$ cat config.mk
export PLATFORM = sky130hd
export DESIGN_NAME = oh_add_seq_flat
export DESIGN_NICKNAME = d
export VERILOG_FILES = /design/src/rtl/oh_add_seq_if.sv /design/src/rtl/oh_add_seq.sv /design/src/flat_wrapper.sv
export SDC_FILE = /design/constraint.sdc
export NUM_CORES = 1
export LEC_CHECK = 0
export ABC_CLOCK_PERIOD_IN_PS = 6850
export CORE_MARGIN = 2
export CORE_UTILIZATION = 45
export CTS_CLUSTER_SIZE = 28
export DETAILED_ROUTE_END_ITERATION = 8
export PLACE_DENSITY = 0.76
export RECOVER_POWER = 50
export SLEW_MARGIN = 40
export SYNTH_ARGS = -nofsm -noshare
export SYNTH_HDL_FRONTEND = slang
export SYNTH_SLANG_ARGS = --single-unit
$ cat constraint.sdc
create_clock -name clk -period 6.85 [get_ports clk]
set_input_delay 1.0275 -clock clk [delete_from_list [all_inputs] [get_ports clk]]
set_output_delay 1.0275 -clock clk [all_outputs]
set_load 0.02 [all_outputs]
$ cat src/rtl/oh_add_seq_if.sv
// Operand/result stream bundle for oh_add_seq.
// When OH_ADD_SEQ_CIN_EN is defined the bundle also carries in_cin.
interface oh_add_seq_if #(
    parameter int DW   = 32,
    parameter int MAXW = 8
);
    localparam int CW = $clog2(MAXW + 1);

    logic          in_valid;
    logic          in_ready;
    logic [DW-1:0] in_a;
    logic [DW-1:0] in_b;
    logic          in_sub;
    logic          in_last;
`ifdef OH_ADD_SEQ_CIN_EN
    logic          in_cin;
`endif

    logic          out_valid;
    logic          out_ready;
    logic [DW-1:0] out_sum;
    logic          out_last;
    logic          out_cout;
    logic          out_zero;
    logic          out_neg;
    logic          out_overflow;
    logic          out_err;
    logic [CW-1:0] out_count;

    modport slave (
`ifdef OH_ADD_SEQ_CIN_EN
        input  in_cin,
`endif
        input  in_valid, in_a, in_b, in_sub, in_last, out_ready,
        output in_ready, out_valid, out_sum, out_last, out_cout, out_zero,
               out_neg, out_overflow, out_err, out_count
    );

    modport master (
`ifdef OH_ADD_SEQ_CIN_EN
        output in_cin,
`endif
        output in_valid, in_a, in_b, in_sub, in_last, out_ready,
        input  in_ready, out_valid, out_sum, out_last, out_cout, out_zero,
               out_neg, out_overflow, out_err, out_count
    );
endinterface

$ cat src/rtl/oh_add_seq.sv
// Word-serial multi-precision add/subtract sequencer, least significant word first.
// Optional macro OH_ADD_SEQ_CIN_EN adds a first-beat carry/borrow input (in_cin).
module oh_add_seq #(
    parameter int DW   = 32,
    parameter int MAXW = 8
) (
    input  logic        clk,
    input  logic        nreset,
    oh_add_seq_if.slave bus
);
    localparam int CW = $clog2(MAXW + 1);

    logic          first;
    logic          carry;
    logic          sub_q;
    logic          zacc;
    logic [CW-1:0] count_q;

    logic          fire;
    logic          first_cin;
    logic          opsub;
    logic          cin;
    logic [DW-1:0] b_x;
    logic [DW-1:0] low;
    logic          c_msb;
    logic [1:0]    top;
    logic [DW-1:0] sum;
    logic          c_out;
    logic [CW-1:0] count_next;
    logic          zero_next;
    logic          terminal;

    assign bus.in_ready = ~bus.out_valid | bus.out_ready;
    assign fire         = bus.in_valid & bus.in_ready;

`ifdef OH_ADD_SEQ_CIN_EN
    assign first_cin = bus.in_sub ? ~bus.in_cin : bus.in_cin;
`else
    assign first_cin = bus.in_sub;
`endif

    // Adder split below the MSB so the carry into bit DW-1 is available for overflow.
    always_comb begin
        opsub      = first ? bus.in_sub : sub_q;
        b_x        = bus.in_b ^ {DW{opsub}};
        cin        = first ? first_cin : carry;
        low        = {1'b0, bus.in_a[DW-2:0]} + {1'b0, b_x[DW-2:0]} + {{(DW-1){1'b0}}, cin};
        c_msb      = low[DW-1];
        top        = {1'b0, bus.in_a[DW-1]} + {1'b0, b_x[DW-1]} + {1'b0, c_msb};
        sum        = {top[0], low[DW-2:0]};
        c_out      = top[1];
        count_next = first ? CW'(1) : count_q + CW'(1);
        zero_next  = (first | zacc) & (sum == '0);
        terminal   = bus.in_last | (count_next == CW'(MAXW));
    end

    always_ff @(posedge clk or negedge nreset) begin
        if (!nreset) begin
            first   <= 1'b1;
            carry   <= 1'b0;
            sub_q   <= 1'b0;
            zacc    <= 1'b1;
            count_q <= '0;
        end else if (fire) begin
            first   <= terminal;
            carry   <= c_out;
            zacc    <= zero_next;
            count_q <= count_next;
            if (first) begin
                sub_q <= bus.in_sub;
            end
        end
    end

    // Single output register stage; whole-number flags only on the terminal word.
    always_ff @(posedge clk or negedge nreset) begin
        if (!nreset) begin
            bus.out_valid    <= 1'b0;
            bus.out_sum      <= '0;
            bus.out_last     <= 1'b0;
            bus.out_cout     <= 1'b0;
            bus.out_zero     <= 1'b0;
            bus.out_neg      <= 1'b0;
            bus.out_overflow <= 1'b0;
            bus.out_err      <= 1'b0;
            bus.out_count    <= '0;
        end else if (fire) begin
            bus.out_valid    <= 1'b1;
            bus.out_sum      <= sum;
            bus.out_last     <= terminal;
            bus.out_cout     <= terminal & c_out;
            bus.out_zero     <= terminal & zero_next;
            bus.out_neg      <= terminal & sum[DW-1];
            bus.out_overflow <= terminal & (c_msb ^ c_out);
            bus.out_err      <= terminal & ~bus.in_last;
            bus.out_count    <= terminal ? count_next : '0;
        end else if (bus.out_ready) begin
            bus.out_valid    <= 1'b0;
        end
    end
endmodule

$ cat src/flat_wrapper.sv
// flat-port wrapper written by rule: the top's interface ports become plain ports
module oh_add_seq_flat 
#(
    parameter int DW   = 32,
    parameter int MAXW = 8
)
  (clk, nreset, bus_in_valid, bus_in_a, bus_in_b, bus_in_sub, bus_in_last, bus_out_ready, bus_in_ready, bus_out_valid, bus_out_sum, bus_out_last, bus_out_cout, bus_out_zero, bus_out_neg, bus_out_overflow, bus_out_err, bus_out_count);
  oh_add_seq_if #(.DW(DW), .MAXW(MAXW)) bus_i ();
  input  logic clk;
  input  logic nreset;
  input wire logic [$bits(bus_i.in_valid)-1:0] bus_in_valid;
  input wire logic [$bits(bus_i.in_a)-1:0] bus_in_a;
  input wire logic [$bits(bus_i.in_b)-1:0] bus_in_b;
  input wire logic [$bits(bus_i.in_sub)-1:0] bus_in_sub;
  input wire logic [$bits(bus_i.in_last)-1:0] bus_in_last;
  input wire logic [$bits(bus_i.out_ready)-1:0] bus_out_ready;
  output wire logic [$bits(bus_i.in_ready)-1:0] bus_in_ready;
  output wire logic [$bits(bus_i.out_valid)-1:0] bus_out_valid;
  output wire logic [$bits(bus_i.out_sum)-1:0] bus_out_sum;
  output wire logic [$bits(bus_i.out_last)-1:0] bus_out_last;
  output wire logic [$bits(bus_i.out_cout)-1:0] bus_out_cout;
  output wire logic [$bits(bus_i.out_zero)-1:0] bus_out_zero;
  output wire logic [$bits(bus_i.out_neg)-1:0] bus_out_neg;
  output wire logic [$bits(bus_i.out_overflow)-1:0] bus_out_overflow;
  output wire logic [$bits(bus_i.out_err)-1:0] bus_out_err;
  output wire logic [$bits(bus_i.out_count)-1:0] bus_out_count;
  assign bus_i.in_valid = bus_in_valid;
  assign bus_i.in_a = bus_in_a;
  assign bus_i.in_b = bus_in_b;
  assign bus_i.in_sub = bus_in_sub;
  assign bus_i.in_last = bus_in_last;
  assign bus_i.out_ready = bus_out_ready;
  assign bus_in_ready = bus_i.in_ready;
  assign bus_out_valid = bus_i.out_valid;
  assign bus_out_sum = bus_i.out_sum;
  assign bus_out_last = bus_i.out_last;
  assign bus_out_cout = bus_i.out_cout;
  assign bus_out_zero = bus_i.out_zero;
  assign bus_out_neg = bus_i.out_neg;
  assign bus_out_overflow = bus_i.out_overflow;
  assign bus_out_err = bus_i.out_err;
  assign bus_out_count = bus_i.out_count;
  oh_add_seq #(.DW(DW), .MAXW(MAXW)) u_core (.clk(clk), .nreset(nreset), .bus(bus_i));
endmodule
After elaboration in Yosys (flattened, before gate mapping)
Index checks and enable logic that the tools add are counted.
{ "op_classes": {"n_eq_ne": 1, "muxes": 6, "n_addsub": 5, "bitwise_logic": 14, "n_reduce_logical": 2} }
{ "op_table": {"columns": ["cell", "count"], "rows": [
  ["$add 31x31->32", 1],
  ["$add 32x1->32", 1],
  ["$logic_not 32->1", 1],
  ["$xor 32x32->32", 1],
  ["$mux 4", 2],
  ["$and 1x1->1", 7],
  ["$add 4x1->4 const B", 1],
  ["$eq 4x4->1 const B", 1],
  ["$mux 1", 4],
  ["$or 1x1->1", 3],
  ["$add 1x1->2", 1],
  ["$add 2x1->2", 1],
  ["$not 1->1", 2],
  ["$reduce_bool 2->1", 1],
  ["$xor 1x1->1", 1]
]} }
{ "word_totals": {"register_bits": 51, "out_inout_bits": 44, "input_bits": 70} }

Logic depth before layout (Yosys ltp)
Gate-level depths: netlist (run 1).
{ "depth": {"word_depth": 8, "mapped_depth": 22} }

Worst setup path before layout (run 1)
OpenSTA, ideal clock, no wires.
{ "synth_timing": {"kind": "input port to flip-flop", "startpoint": "in bus_in_sub", "endpoint": "reg u_core.zacc", "setup_slack_ns": 1.089, "cell_stages": 20, "arrival_time_ns": 5.689, "cell_sequence": "mux2i_1 -> clkbuf_1 -> xnor2_1 -> fa_1 -> a211oi_1 -> o21ai_1 -> a21oi_2 -> o211ai_2 -> a311oi_1 -> o21bai_1 -> a21oi_1 -> fa_1 -> nor4b_2 -> o21ai_0 -> a2111oi_4 -> nand4_1 -> or4b_1 -> nor3b_2 -> nand4b_1 -> o21ai_1"} }
{ "synth_between": {"elab_chain_cells": 7, "elab_cells_between_ends": 9, "cone_classes": "4 x add/sub; 2 x mux; 2 x bitwise; 1 x reduce/logical"} }
{ "synth_lines": {"columns": ["element", "line", "rtl"], "rows": [
  ["start, declared", "flat_wrapper.sv:14", "input wire logic [$bits(bus_i.in_sub)-1:0] bus_in_sub;"],
  ["$mux 1", "oh_add_seq.sv:44", "opsub = first ? bus.in_sub : sub_q;"],
  ["$xor 32x32->32", "oh_add_seq.sv:45", "b_x = bus.in_b ^ {DW{opsub}};"],
  ["$add 31x31->32", "oh_add_seq.sv:47", "low = {1'b0, bus.in_a[DW-2:0]} + {1'b0, b_x[DW-2:0]} + {{(DW-1){1'b0}}, cin};"],
  ["$add 32x1->32", "oh_add_seq.sv:47", null],
  ["$add 2x1->2", "oh_add_seq.sv:49", "top = {1'b0, bus.in_a[DW-1]} + {1'b0, b_x[DW-1]} + {1'b0, c_msb};"],
  ["$logic_not 32->1 *", "oh_add_seq.sv:53", "zero_next = (first | zacc) & (sum == '0);"],
  ["$and 1x1->1 *", "oh_add_seq.sv:53", null],
  ["end signal, assigned", "oh_add_seq.sv:67", "zacc <= zero_next;"],
  ["end, declared", "oh_add_seq.sv:16", "logic zacc;"]
]} }
Every way passes the cells marked *; elsewhere a longest branch is shown, timed or not.
A chain may end at the register's enable or synchronous reset.

Worst setup path in the final report (run 1)
{ "layout_timing": {"startpoint": "in bus_in_sub", "endpoint": "reg u_core.bus.out_zero"} }
{ "layout_between": {"elab_chain_cells": 8, "elab_cells_between_ends": 10, "cone_classes": "4 x add/sub; 2 x mux; 3 x bitwise; 1 x reduce/logical"} }
{ "layout_lines": {"columns": ["element", "line", "rtl"], "rows": [
  ["$mux 1", "oh_add_seq.sv:44", null],
  ["$xor 32x32->32", "oh_add_seq.sv:45", null],
  ["$add 31x31->32", "oh_add_seq.sv:47", null],
  ["$add 32x1->32", "oh_add_seq.sv:47", null],
  ["$add 2x1->2", "oh_add_seq.sv:49", null],
  ["$logic_not 32->1 *", "oh_add_seq.sv:53", null],
  ["$and 1x1->1 *", "oh_add_seq.sv:53", null],
  ["$and 1x1->1 *", "oh_add_seq.sv:92", "bus.out_zero <= terminal & zero_next;"],
  ["end signal, assigned", "oh_add_seq.sv:92", null],
  ["end, declared", "oh_add_seq_if.sv:35", "output in_ready, out_valid, out_sum, out_last, out_cout, out_zero,"]
]} }
Marks and branches as above.

==> results of run 1 <==
==> layer usage <==
layer | up-vias | GRT usage (%) | part of all wire (%)
met5 | - | 0 | 0
met4 | 0 | 4.32 | 1.0
met3 | 11 | 2.67 | 5.2
met2 | 114 | 38.0 | 49
met1 | 1784 | 28.1 | 44
li1 | 1876 | - | -
==> worst max-delay path: cells and delay by family <==
| family | cells | cell delay, ns |
|---|---|---|
| simple gates | 5 | 1.12 |
| fa+ha+maj | 2 | 0.69 |
| compound gates | 10 | 2.07 |
| buf+inv | 3 | 0.97 |
| mux | 1 | 0.18 |
| xor+xnor | 1 | 0.14 |
==> cell usage in the layout (no fill, tap or decap), types with 4 or more instances in the layout <==
master	count
dfrtp_1	49
xor2_1	15
a31oi_1	4
o21a_1	6
dlygate4sd3_1	18
inv_1	12
a21o_1	7
clkdlybuf4s50_1	94
o211ai_1	5
nand3_1	9
nand2_1	77
nor2_1	11
mux2_2	11
xnor2_1	42
clkbuf_8	5
nand2b_1	5
a21oi_1	27
o21ai_0	42
nor3_1	8
ha_1	31
and2_1	5
nand4_1	4
o21ai_1	6
==> power breakdown <==
part	internal, uW	switching (uW)	leakage (uW)
sequential	420	76.7	0.000626
clock	74.7	111	0.0000452
combinational	575	720	0.00158
==> cell type report <==
type / count / area share (%)
Clock buffer: 5 / 1.27
Clock inverter: 3 / 0.461
Inverter: 12 / 0.829
Multi-Input combinational cell: 382 / 50.2
Sequential cell: 51 / 23.5
Tap cell: 108 / 2.49
Timing Repair Buffer: 117 / 21.2
==> sequential cells by signal, indices dropped and copies added, names as in the netlist <==
| register | flops |
|---|---|
| u_core.bus.out_overflow | 1 |
| u_core.sub_q | 1 |
| u_core.zacc | 1 |
| u_core.bus.out_count | 4 |
| u_core.count_q | 4 |
| u_core.carry | 1 |
| u_core.bus.out_zero | 1 |
| u_core.bus.out_sum | 32 |
| u_core.bus.out_cout | 1 |
| u_core.bus.out_err | 1 |
| u_core.bus.out_valid | 1 |
| u_core.bus.out_neg | 1 |
| u_core.first | 1 |
| u_core.bus.out_last | 1 |
==> worst paths after layout <==
kind,startpoint,endpoint,slack (ns),depth (start not counted)
max,bus_in_sub,u_core.bus.out_zero,0.87,22
min,u_core.zacc,u_core.zacc,0.48,2
max reg2reg,u_core.first,u_core.bus.out_zero,1.29,21
min reg2reg,u_core.zacc,u_core.zacc,0.48,2
max in group asynchronous,nreset,u_core.bus.out_sum[20],3.73,1
min in group asynchronous,nreset,u_core.bus.out_count[3],1.56,1
==> metrics by stage <==
stage                     util [%]  cells  area (um^2)  setup slack (ns)  power (uW)
final                         61.7    678         5430             0.867        1980
after global routing          61.7    678         5430             0.438        2130
after CTS                     61.8    678         5440             0.858        1990
after detailed placement      60.7    670         5350             0.557        1800
after global placement        60.7    670         5340             0.718        1780
after floorplan                  -    464         4110              1.09        1340
==> cells in the mapped netlist, types with 4 or more instances <==
cell	count	area share, %
xnor2_1	42	8.9
o21ai_1	5	0.61
nand4_1	4	0.61
a31oi_1	4	0.61
nand2b_1	5	0.76
nand2_1	78	7.1
dfrtp_1	49	30
xor2_1	15	3.2
a21oi_1	27	3.3
and2_1	5	0.76
o21ai_0	43	5.2
o211ai_1	5	0.91
ha_1	31	9.4
nor2_1	11	1.0
mux2_2	11	3.0
nand3_1	9	1.1
o21a_1	6	1.1
inv_1	12	1.1
clkbuf_1	14	1.3
nor3_1	8	0.97
a21o_1	7	1.3
==> logic make-up after synthesis <==
group	after synthesis	share of synthesized area, %
buffers and inverters	31	2.92
muxes	13	3.50
and+or+nand+nor	143	17.4
DFF	51	31.1
adders and majority gates	34	10.9
AOI/OAI and AO/OA	135	22.1
xor gates and xnor gates	57	12.1
==> results.cfg, run 1 <==
[synth]
number_of_distinct_library_cells_after_synthesis = 68
synth_flop_cell = dfrtp_1
synthesis.nets = 568
synthCells = 464
synth-seq-cells = 51
synth_seq_area_share_pct = 31.1
netlist_area_before_placement_mm2 = 0.00411
postSynth.asyncResetShare_pct = 100
ys_warn_count = 0
syn_avg_cell_area_um2 = 8.86
synth-edff-count = 0

[cells_and_area]
final.fill_count = 771
antenna-diode-count = 0
seq_area_mm2 = 0.00128
multi_input_area_mm2 = 0.00273
share_of_post_route_cells_with_drive_strength_above_1_pct = 7.54
nNetsFinal = 673
area_growth_syn_to_layout_pct = 32.1

[worst_setup_path]
cells_along_the_critical_path = clkdlybuf4s50_1, mux2i_4, buf_4, xnor2_1, fa_1, a211oi_1, o21ai_1, a21oi_2, buf_4, o211ai_2, a311oi_1, o21bai_1, a21oi_1, fa_1, nor4b_2, o21ai_0, a2111oi_4, nand4_1, or4b_1, nor3b_2, nand4b_1, o21ai_1
worstSetupStartpointType = primary input
critical-path-max-stage-delay_ns = 0.49
worst-path-max-fanout = 18
critical_path_arrival_ns = 6.22
path_class = primary input to flip-flop
cp.required_ns = 7.09
crit_slowest_cell = clkdlybuf4s50_1
crit_path_end_kind = flip-flop

[sta]
setup_violations = 0
finalWorstPathRequiredPeriod_ns = 5.98
max_slew_margin_pct = -82.1
rsz0062_at_grt = no
fmax_mhz = 167
timing.final.max_slew_violations = 124
clock_skew_ns = 0.0153
worst_hold_slack_ns = 0.478
layout_worst_path_cycle_share_pct = 87.4
final_hold_viol_count = 0
worst_slew_pin_slew_ns = 2.73
totalNegativeSetupSlack_ns = 0

[power_and_ir_drop]
cellPowerDensity_mw_per_mm2 = 364
vdd.ir_drop.worst_uv = 205
total_leakage_power_uw = 0.00225

[placed_design]
place.port_buffers = 113
detailed_placer_s_ending_hpwl_um = 8340
final_weighted_congestion_of_routability_driven_global_placement = 0.851

[detailed_routing]
route.antenna.remaining_nets = 0
num_vias = 3785
detail_route.wirelength_um = 10500
drt-pass1-iter-count = 8
drt-vias-per-instance = 5.58
iteration_0_drc_count_of_the_detailed_router = 253
remaining_routing_drc_violations = 1
wl_per_cell_um = 15.5

[clock_tree]
tritoncts.num_buffers = 5
total_setup_buffers_inserted_after_cts = 0
cts.reportedPaths.clkPinSlew_ns = 0.10
clock_tree_from_tritoncts = yes
cts_root_buffer = clkbuf_8
worstSkewPairLatency_ns = 0.32
cts_hold_buf = 0
tritoncts_num_sinks = 51
cts.path.max_buffers = 2
cts_htree_levels = 2
cts_repair_resize_count = 0

[worst_hold_path]
hold_class = flip-flop to flip-flop

[floorplan]
die_h_um = 99.6
row_count = 34
die_x_um = 99.6
top_level_ports = 114
floorplan.initialDensity_pct = 46.7
die_outline_area_mm2 = 0.00992
placeableCoreArea_mm2 = 0.00881

[global_routing]
wire_length_of_the_first_global_routing_pass_um = 17600
final_global_route_overflow_total = 0
via_count_of_the_first_global_routing_pass = 3797
number_of_antenna_violations_at_the_first_check_in_global_routing = 0
grt.total_usage_pct = 21.4
grt_max_degree = 72

[job]
drv.max_cap_violation_count = 2

[outcome]
run_status = complete, but fails checks
violations_in_the_final_reports = design-rule violations, max-capacitance violations, max-slew violations
Power figures use the tool's default switching activity.
==> run 2: changes to the inputs <==
Settings changed: CAP_MARGIN set to 20.
==> results of run 2 <==
Same layout as run 1: the final DEF is identical, and so are final timing and power.
